File: config.mk
export PLATFORM = sky130hd
export DESIGN_NAME = lamp_seq_ctl
export DESIGN_NICKNAME = d
export VERILOG_FILES = /design/src/rtl/lamp_seq_pkg.sv /design/src/rtl/lamp_seq_ctl_tick.sv /design/src/rtl/lamp_seq_ctl.sv
export SDC_FILE = /design/constraint.sdc
export NUM_CORES = 1
export LEC_CHECK = 0
export ABC_CLOCK_PERIOD_IN_PS = 2500
export CAP_MARGIN = 40
export CORE_MARGIN = 3
export CORE_UTILIZATION = 50
export DETAILED_ROUTE_END_ITERATION = 12
export HOLD_SLACK_MARGIN = 0.03
export PLACE_DENSITY = 0.79
export SYNTH_ARGS = -nofsm -noshare
export SYNTH_HDL_FRONTEND = slang
export SYNTH_SLANG_ARGS = --single-unit
export TNS_END_PERCENT = 5
File: constraint.sdc
create_clock -name clk -period 2.5 [get_ports clk]
set_input_delay 0.375 -clock clk [delete_from_list [all_inputs] [get_ports clk]]
set_output_delay 0.375 -clock clk [all_outputs]
set_load 0.02 [all_outputs]
File: src/rtl/lamp_seq_pkg.sv
// lamp_seq_pkg: shared types, width helpers and default segment table for the lamp sequencer.
package lamp_seq_pkg;

    typedef enum logic [1:0] {IDLE, RUN, DRAIN} state_t;

    function automatic int lw_of(input int mx_lp);
        return $clog2(mx_lp + 1);
    endfunction

    function automatic int saw_of(input int nseg);
        return (nseg > 1) ? $clog2(nseg) : 1;
    endfunction

    localparam int DEF_T0 = 16;
    localparam int DEF_T1 = 5;
    localparam int DEF_T2 = 10;
    localparam int DEF_T3 = 0;

    function automatic int def_tgt(input int i);
        return (i == 0) ? DEF_T0 : (i == 1) ? DEF_T1 : (i == 2) ? DEF_T2 : DEF_T3;
    endfunction

    // Any target above the lamp count marks the end of the sequence.
    function automatic logic is_end(input int target, input int mx_lp);
        return target > mx_lp;
    endfunction

endpackage

File: src/rtl/lamp_seq_ctl_tick.sv
// lamp_tick_gen: step-tick prescaler, counts 0..TICK_DIV-1 while enabled and holds 0 otherwise.
module lamp_tick_gen #(
    parameter int TICK_DIV = 1
) (
    input  logic clk,
    input  logic rst_n,
    input  logic en,
    output logic tick
);

    localparam int CW = (TICK_DIV > 1) ? $clog2(TICK_DIV) : 1;

    logic [CW-1:0] cnt_q, cnt_d;

    assign tick = en && (cnt_q == CW'(TICK_DIV - 1));

    always_comb cnt_d = (!en || tick) ? '0 : cnt_q + 1'b1;

    always_ff @(posedge clk or negedge rst_n) begin
        if (!rst_n) cnt_q <= '0;
        else        cnt_q <= cnt_d;
    end

endmodule

File: src/rtl/lamp_seq_ctl.sv
// lamp_seq_ctl: segment-table sequencer emitting go_up/go_dwn lamp steps on prescaled ticks.
// Define LAMP_SEQ_LOOP_EN to restart the table from segment 0 at END instead of finishing.
module lamp_seq_ctl
    import lamp_seq_pkg::*;
#(
    parameter int MX_LP    = 16,
    parameter int NSEG     = 4,
    parameter int TICK_DIV = 1,
    parameter int LW       = lw_of(MX_LP),
    parameter int SAW      = saw_of(NSEG)
) (
    input  logic           clk,
    input  logic           rst_n,
    input  logic           start,
    input  logic           stop,
    input  logic           flick,
    input  logic           cfg_wr,
    input  logic [SAW-1:0] cfg_addr,
    input  logic [LW-1:0]  cfg_data,
    output logic           go_up,
    output logic           go_dwn,
    output logic [LW-1:0]  level,
    output logic [SAW-1:0] seg_idx,
    output logic           busy,
    output logic           done,
    output logic           cfg_err
);

    state_t         state_q, state_d;
    logic [LW-1:0]  tgt_q [NSEG];
    logic [LW-1:0]  tgt_d [NSEG];
    logic [LW-1:0]  level_q, level_d;
    logic [SAW-1:0] seg_idx_q, seg_idx_d;
    logic           dir_dn_q, dir_dn_d;
    logic           go_up_q, go_up_d;
    logic           go_dwn_q, go_dwn_d;
    logic           busy_q, busy_d;
    logic           done_q, done_d;
    logic           cfg_err_q, cfg_err_d;
    logic           tick;
    logic           seg_end;
    logic [LW-1:0]  tgt;

    lamp_tick_gen #(.TICK_DIV(TICK_DIV)) u_tick (
        .clk   (clk),
        .rst_n (rst_n),
        .en    (busy_q),
        .tick  (tick)
    );

    always_comb begin
        state_d   = state_q;
        tgt_d     = tgt_q;
        level_d   = level_q;
        seg_idx_d = seg_idx_q;
        dir_dn_d  = dir_dn_q;
        go_up_d   = 1'b0;
        go_dwn_d  = 1'b0;
        done_d    = 1'b0;
        cfg_err_d = cfg_wr && (state_q != IDLE);
        seg_end   = 1'b0;
        tgt       = tgt_q[seg_idx_q];
        case (state_q)
            IDLE: begin
                if (cfg_wr) tgt_d[cfg_addr] = cfg_data;
                if (start) begin
                    state_d   = RUN;
                    seg_idx_d = '0;
                    dir_dn_d  = 1'b0;
                end
            end
            RUN: begin
                if (stop) state_d = DRAIN;
                else if (tick) begin
                    if (is_end(int'(tgt), MX_LP)) seg_end = 1'b1;
                    else if (level_q < tgt) begin
                        if (level_q < LW'(MX_LP)) begin
                            go_up_d = 1'b1;
                            level_d = level_q + 1'b1;
                        end
                        dir_dn_d = 1'b0;
                    end else if (level_q > tgt) begin
                        go_dwn_d = 1'b1;
                        level_d  = level_q - 1'b1;
                        dir_dn_d = 1'b1;
                    end else if (dir_dn_q && flick && seg_idx_q != '0) seg_idx_d = seg_idx_q - 1'b1;
                    else if (seg_idx_q == SAW'(NSEG - 1)) seg_end = 1'b1;
                    else seg_idx_d = seg_idx_q + 1'b1;
                end
            end
            DRAIN: begin
                if (tick) begin
                    if (level_q == '0) begin
                        state_d = IDLE;
                        done_d  = 1'b1;
                    end else begin
                        go_dwn_d = 1'b1;
                        level_d  = level_q - 1'b1;
                    end
                end
            end
            default: state_d = IDLE;
        endcase
        if (seg_end) begin
`ifdef LAMP_SEQ_LOOP_EN
            seg_idx_d = '0;
`else
            state_d = (level_q == '0) ? IDLE : DRAIN;
            done_d  = (level_q == '0);
`endif
        end
        busy_d = (state_d != IDLE);
    end

    always_ff @(posedge clk or negedge rst_n) begin
        if (!rst_n) begin
            state_q   <= IDLE;
            for (int i = 0; i < NSEG; i++) tgt_q[i] <= LW'(def_tgt(i));
            level_q   <= '0;
            seg_idx_q <= '0;
            dir_dn_q  <= 1'b0;
            go_up_q   <= 1'b0;
            go_dwn_q  <= 1'b0;
            busy_q    <= 1'b0;
            done_q    <= 1'b0;
            cfg_err_q <= 1'b0;
        end else begin
            state_q   <= state_d;
            tgt_q     <= tgt_d;
            level_q   <= level_d;
            seg_idx_q <= seg_idx_d;
            dir_dn_q  <= dir_dn_d;
            go_up_q   <= go_up_d;
            go_dwn_q  <= go_dwn_d;
            busy_q    <= busy_d;
            done_q    <= done_d;
            cfg_err_q <= cfg_err_d;
        end
    end

    assign go_up   = go_up_q;
    assign go_dwn  = go_dwn_q;
    assign level   = level_q;
    assign seg_idx = seg_idx_q;
    assign busy    = busy_q;
    assign done    = done_q;
    assign cfg_err = cfg_err_q;

endmodule

* Word-level counts from Yosys, hierarchy flattened *
Index checks and enable logic that the tools add are counted.

word-level totals
  register bits after elaboration = 36
  output and inout port bits = 12

cells by class
  muxes and demuxes = 65
  magnitude comparators = 7
  add/sub/neg operators = 5
  bitwise operators = 3
  reductions and logical operators = 18
  equal/unequal tests = 14

operators by type and width
  operator               number
  $mux W5                11
  $mux W1                32
  $mux W2                14
  $bwmux W20             1
  $reduce_and A8 Y1      2
  $ne A2 B2 Y1 const B   6
  $bmux W5 S2            1
  $demux W5 S2           1
  $pmux W5 S2            1
  $reduce_bool A2 Y1     5
  $ne A3 B3 Y1 const B   3
  $ge A3 B3 Y1 const B   2
  $not A2 Y3             2
  $pmux W2 S3            1
  $reduce_and A6 Y1      1
  $add A5 B1 Y5 const B  1
  $gt A5 B5 Y1           1
  $gt A5 B5 Y1 const B   1
  $logic_and A1 B1 Y1    5
  $logic_not A5 Y1       1
  $lt A5 B5 Y1           1
  $lt A5 B5 Y1 const B   1
  $sub A5 B1 Y5 const B  1
  $eq A2 B2 Y1 const B   2
  other kinds (13)       15

* Logic depth before layout (Yosys ltp) *
  word-level depth = 13
  depth in mapped cells = 10
  gate-level depth less buffers = 9

* Modules after synthesis *
Synthesis repeated with hierarchy kept, for this count alone.

unflattened totals
  cells, all modules = 175
  area, all modules = 2,028.2 um^2

modules (own cells, without submodules)
  module         cells each  area each (um^2)  instances  sequential area each (um^2)
  lamp_seq_ctl   172         1,985.7           1          882.1
  lamp_tick_gen  3           42.5              1          25.0

* Least setup slack after synthesis *
Ideal clock, no wire load.

  path kind = register to register
  from = register seg_idx_q[0], in the netlist seg_idx[0]
  to = register seg_idx_q[0], in the netlist seg_idx[0]
  required time = 2,375 ps
  cell stages (with the launch flop) = 11
  setup time = 125 ps
  data arrival time = 2,749 ps
  buffers on the path = 1
  setup slack = -374 ps
  clock period less this slack = 2,874 ps
  cells stage by stage = dfrtp_1 > buf_6 > mux4_1 > inv_1 > ha_1 > nand4_1 > o221ai_1 > nor2b_1 > nand3_1 > a21boi_4 > mux2_4

between the ends
  longest elaborated chain between the ends = 9
  elaborated cells on any way between the ends = 25
  those cells by class = add/sub (2); order compare (3); eq/ne (5); mux (11); bitwise (1); reduce/logical (3)

ends and longest elaborated chain
  element                                              line                                    text
  from (decl)                                          lamp_seq_ctl.sv:33                      logic [SAW-1:0] seg_idx_q, seg_idx_d;
  from (signal assigned)                               lamp_seq_ctl.sv:131                     seg_idx_q <= seg_idx_d;
  $add A2 B1 Y2 or $reduce_bool A2 Y1 (tied branches)  lamp_seq_ctl.sv:88, lamp_seq_ctl.sv:86
  $mux W2 or $logic_and A1 B1 Y1 (tied branches)       lamp_seq_ctl.sv:87, lamp_seq_ctl.sv:86
  $mux W2                                              lamp_seq_ctl.sv:86                      end else if (dir_dn_q && flick && seg_idx_q != '0) seg_idx_d = seg_idx_q - 1'b1;
  $mux W2                                              lamp_seq_ctl.sv:82                      end else if (level_q > tgt) begin
  $mux W2                                              lamp_seq_ctl.sv:76                      else if (level_q < tgt) begin
  $mux W2                                              lamp_seq_ctl.sv:75                      if (is_end(int'(tgt), MX_LP)) seg_end = 1'b1;
  $mux W2                                              lamp_seq_ctl.sv:74                      else if (tick) begin
  $mux W2                                              lamp_seq_ctl.sv:73                      if (stop) state_d = DRAIN;
  $pmux W2 S2                                          lamp_seq_ctl.sv:63                      case (state_q)

Several ways; a longest one is shown, not always the timed one. The select of a mux whose other input is x is not followed.
A chain may end at the register's enable or synchronous reset.

* Final worst setup path *
Ends and elaborated chain as after synthesis.

==> qor.yml <==
status:
  outcome: "complete, but fails checks"
  failed_checks: "negative setup slack"
timing:
  report.final.slew_viol_count: 0
  hold_viol: 0
  finalCritPeriodShare_pct: 103
  fmax_ghz: 0.390
  setup_slack_ns: -0.0663
  rsz0062_at_grt: "yes"
  min_period_ns: 2.57
  setup_viol: 7
  fin_skew_ns: 0.00565
drt:
  routed_wl_um: 4230
  routedWlPerCell_um: 16.1
  drtIter0Drc: 89
  ant_nets: 0
  drc: 0
  firstDrtPassIters: 4
  vias_per_cell: 5.66
  vias: 1483
finish:
  fillCellCount: 247
  layout.cells.non_filler: 262
  diodes: 0
  area_growth_pct: 34.0
  final_nets: 237
  final_layout_size_suffix_gt1_share_pct: 37.4
power_and_ir_drop:
  peakVddDrop_mv: 0.614
  power.density_nw_per_um2: 1560
  p_leak_nw: 1.12
floorplan:
  rows: 22
  initial_core_util_pct: 53.3
  chipWidth_um: 69.4
  coreArea_um2: 3770
  die_height_um: 69.4
  dieArea_um2: 4810
  pin_count: 25
yosys:
  async_flop_share_pct: 100
  syn_area_per_cell_um2: 11.7
  netlist_area_um2: 2010
  synthTopCellsByArea: "dfrtp_1 39%, mux2_2 12%, ha_1 6.9%"
  seq_area_frac_synth_pct: 45.2
  yosys.cell_types.count: 37
  synth_top_area_share_pct: 38.6
  synth_ff_type: "dfrtp_1"
  yosysWarningCount: 0
  synthCells: 171
  yosysTopAreaCell: "dfrtp_1"
  synth.net_count: 195
  ys_ff_latch: 36
  synth_edf_count: 0
critical_path:
  critPathLaunchType: "flop"
  endpoint_kind: "flop"
  crit_fanout: 5
  cpPeakStageDelay_ns: 0.56
  cp_data_required_time_ns: 2.67
  worstPathArrival_ns: 2.74
  path_cells: "mux4_2 -> or4_4 -> and3_4 -> nor3_4 -> a21boi_4 -> mux2_4"
  worstSetupPathType: "reg -> reg"
  slowest_stage: "or4_4"
global_routing:
  track_usage_pct: 18.8
  antenna_found_initial: 0
  grt_max_degree: 37
  overflow: 0
  grt_first_pass_wirelength_um: 7180
  grt_pass1_vias: 1506
clocking:
  cts_buffer_depth: 2
  ctsRootBufferMaster: "clkbuf_8"
  cts_htree_levels: 2
  clk_pin_slew_ns: 0.07
  clock_sinks: 36
  cts_buffers: 5
  clock_latency_ns: 0.29
  cts_tree: "done"
placed_design:
  place_ws_ns: -0.152
  place_hpwl_um: 3070
  portBuffers: 24
  dp_cells: 249
  gp_congestion: 0.803
min_path:
  hp-class: "in -> async"
run:
  cap_violations: 0
-- cell usage after synthesis (3+ instances only) --
cell	instances
a21oi_1	6
and4_1	3
dfrtp_1	31
dfstp_2	5
ha_1	11
inv_1	12
mux2_2	21
mux2i_1	4
mux4_2	3
nand2_1	18
nand3_1	5
nor2_1	8
nor2b_1	5
xnor2_1	6
-- repair_timing --
item                                    4_1_cts  5_1_grt
gates resized for setup                       8       12
pin swaps                                     4        9
hold buffers                                  0        0
buffers inserted                              4        1
endpoints found under the setup margin       10       10
-- worst max-delay path: cells and delay by family, from the launching register on --
| kind | cells | cell delay, ns |
|---|---|---|
| AND/OR/NAND/NOR | 3 | 0.90 |
| flip-flops | 1 | 0.45 |
| multiplexers | 2 | 0.85 |
| AO/OA/AOI/OAI | 1 | 0.24 |
-- path summary, 6_finish.rpt --
path / depth (start not counted) / slack [ns] / end / start
setup / recovery: 6 / -0.07 / seg_idx[0]$_DFFE_PN0P_ / seg_idx[0]$_DFFE_PN0P_
hold / removal: 2 / 0.50 / level[2]$_DFFE_PN0P_ / rst_n
setup reg to reg: 6 / -0.07 / seg_idx[0]$_DFFE_PN0P_ / seg_idx[0]$_DFFE_PN0P_
hold reg to reg: 1 / 0.51 / tgt_q[7]$_DFFE_PN0P_ / tgt_q[7]$_DFFE_PN0P_
max in group asynchronous: 2 / 1.64 / tgt_q[6]$_DFFE_PN1P_ / rst_n
min in group clk: 1 / 0.51 / tgt_q[7]$_DFFE_PN0P_ / tgt_q[7]$_DFFE_PN0P_
-- per-stage QoR --
step	hold slack [ns]	area (µm²)	TNS, ns	util, %	power [mW]
detailed placement	0.490	2400	-0.661	63.7	3.07
CTS	0.507	2630	-0.843	69.8	4.03
floorplan	0.0794	2060	-0.406	-	2.49
global route	0.531	2690	-1.62	71.3	4.47
finish	0.501	2690	-0.315	71.3	4.20
global placement	0.486	2400	-0.156	63.7	2.94
-- power breakdown --
part	internal, mW	switching [mW]
Combinational	1.27	1.14
Clock	0.499	0.208
Sequential	0.869	0.213
-- cells by family (layout without fill, tap and decap cells) --
logic type,count (synthesis),after routing,share of synthesized area [%]
buffers and inverters,15,58,3.18
other,1,1,0.187
AOI/OAI and AO/OA,19,19,7.23
DFF,36,36,45.2
xor gates and xnor gates,6,6,2.62
muxes,32,32,21.2
adders and majority gates,11,11,6.85
and+or+nand+nor,51,51,13.5
-- area by class of cell --
class                   instances  area, µm²  share of cell area, %
well taps                      48       60.1                   2.23
clock inverters                 3       90.1                   3.35
multi-input cells             120       1160                   43.0
clock buffers                   5       68.8                   2.56
repair buffers                 38        360                   13.4
inverters                      12       45.0                   1.67
flip-flops and latches         36        908                   33.8
-- sequential cells by signal, summed over array words and instances (netlist names) --
name	count
done	1
cfg_err	1
state_q	2
go_up	1
tgt_q	20
u_tick.cnt_q	1
dir_dn_q	1
go_dwn	1
busy	1
seg_idx	2
level	5
-- cells in the final DEF, fill, tap and decap left out, types with 3 or more instances in the layout --
| cell type | netlist | final |
|---|---|---|
| ha_1 | 11 | 7 |
| buf_6 | 1 | 4 |
| a21oi_1 | 6 | 4 |
| clkbuf_8 | 0 | 5 |
| nand2_1 | 18 | 16 |
| clkdlybuf4s50_1 | 0 | 24 |
| nor2b_1 | 5 | 4 |
| mux2i_1 | 4 | 3 |
| dfrtp_1 | 31 | 30 |
| dfstp_2 | 5 | 5 |
| and4_1 | 3 | 3 |
| o21ai_1 | 2 | 3 |
| bufinv_16 | 0 | 3 |
| xnor2_1 | 6 | 5 |
| inv_1 | 12 | 9 |
| nor2_1 | 8 | 7 |
| buf_4 | 0 | 10 |
| inv_2 | 0 | 3 |
| mux2_2 | 21 | 21 |
| ha_4 | 0 | 3 |
| mux4_2 | 3 | 5 |
| nand3_1 | 5 | 4 |
-- layer usage --
metal,up-vias,wire length (µm),global-route usage [%]
met1,740,1620,20.7
met5,-,0,0
li1,695,-,-
met2,38,2340,34.3
met3,10,182,5.07
met4,0,80,6.94
No activity file was read; power rests on OpenSTA's default activity.
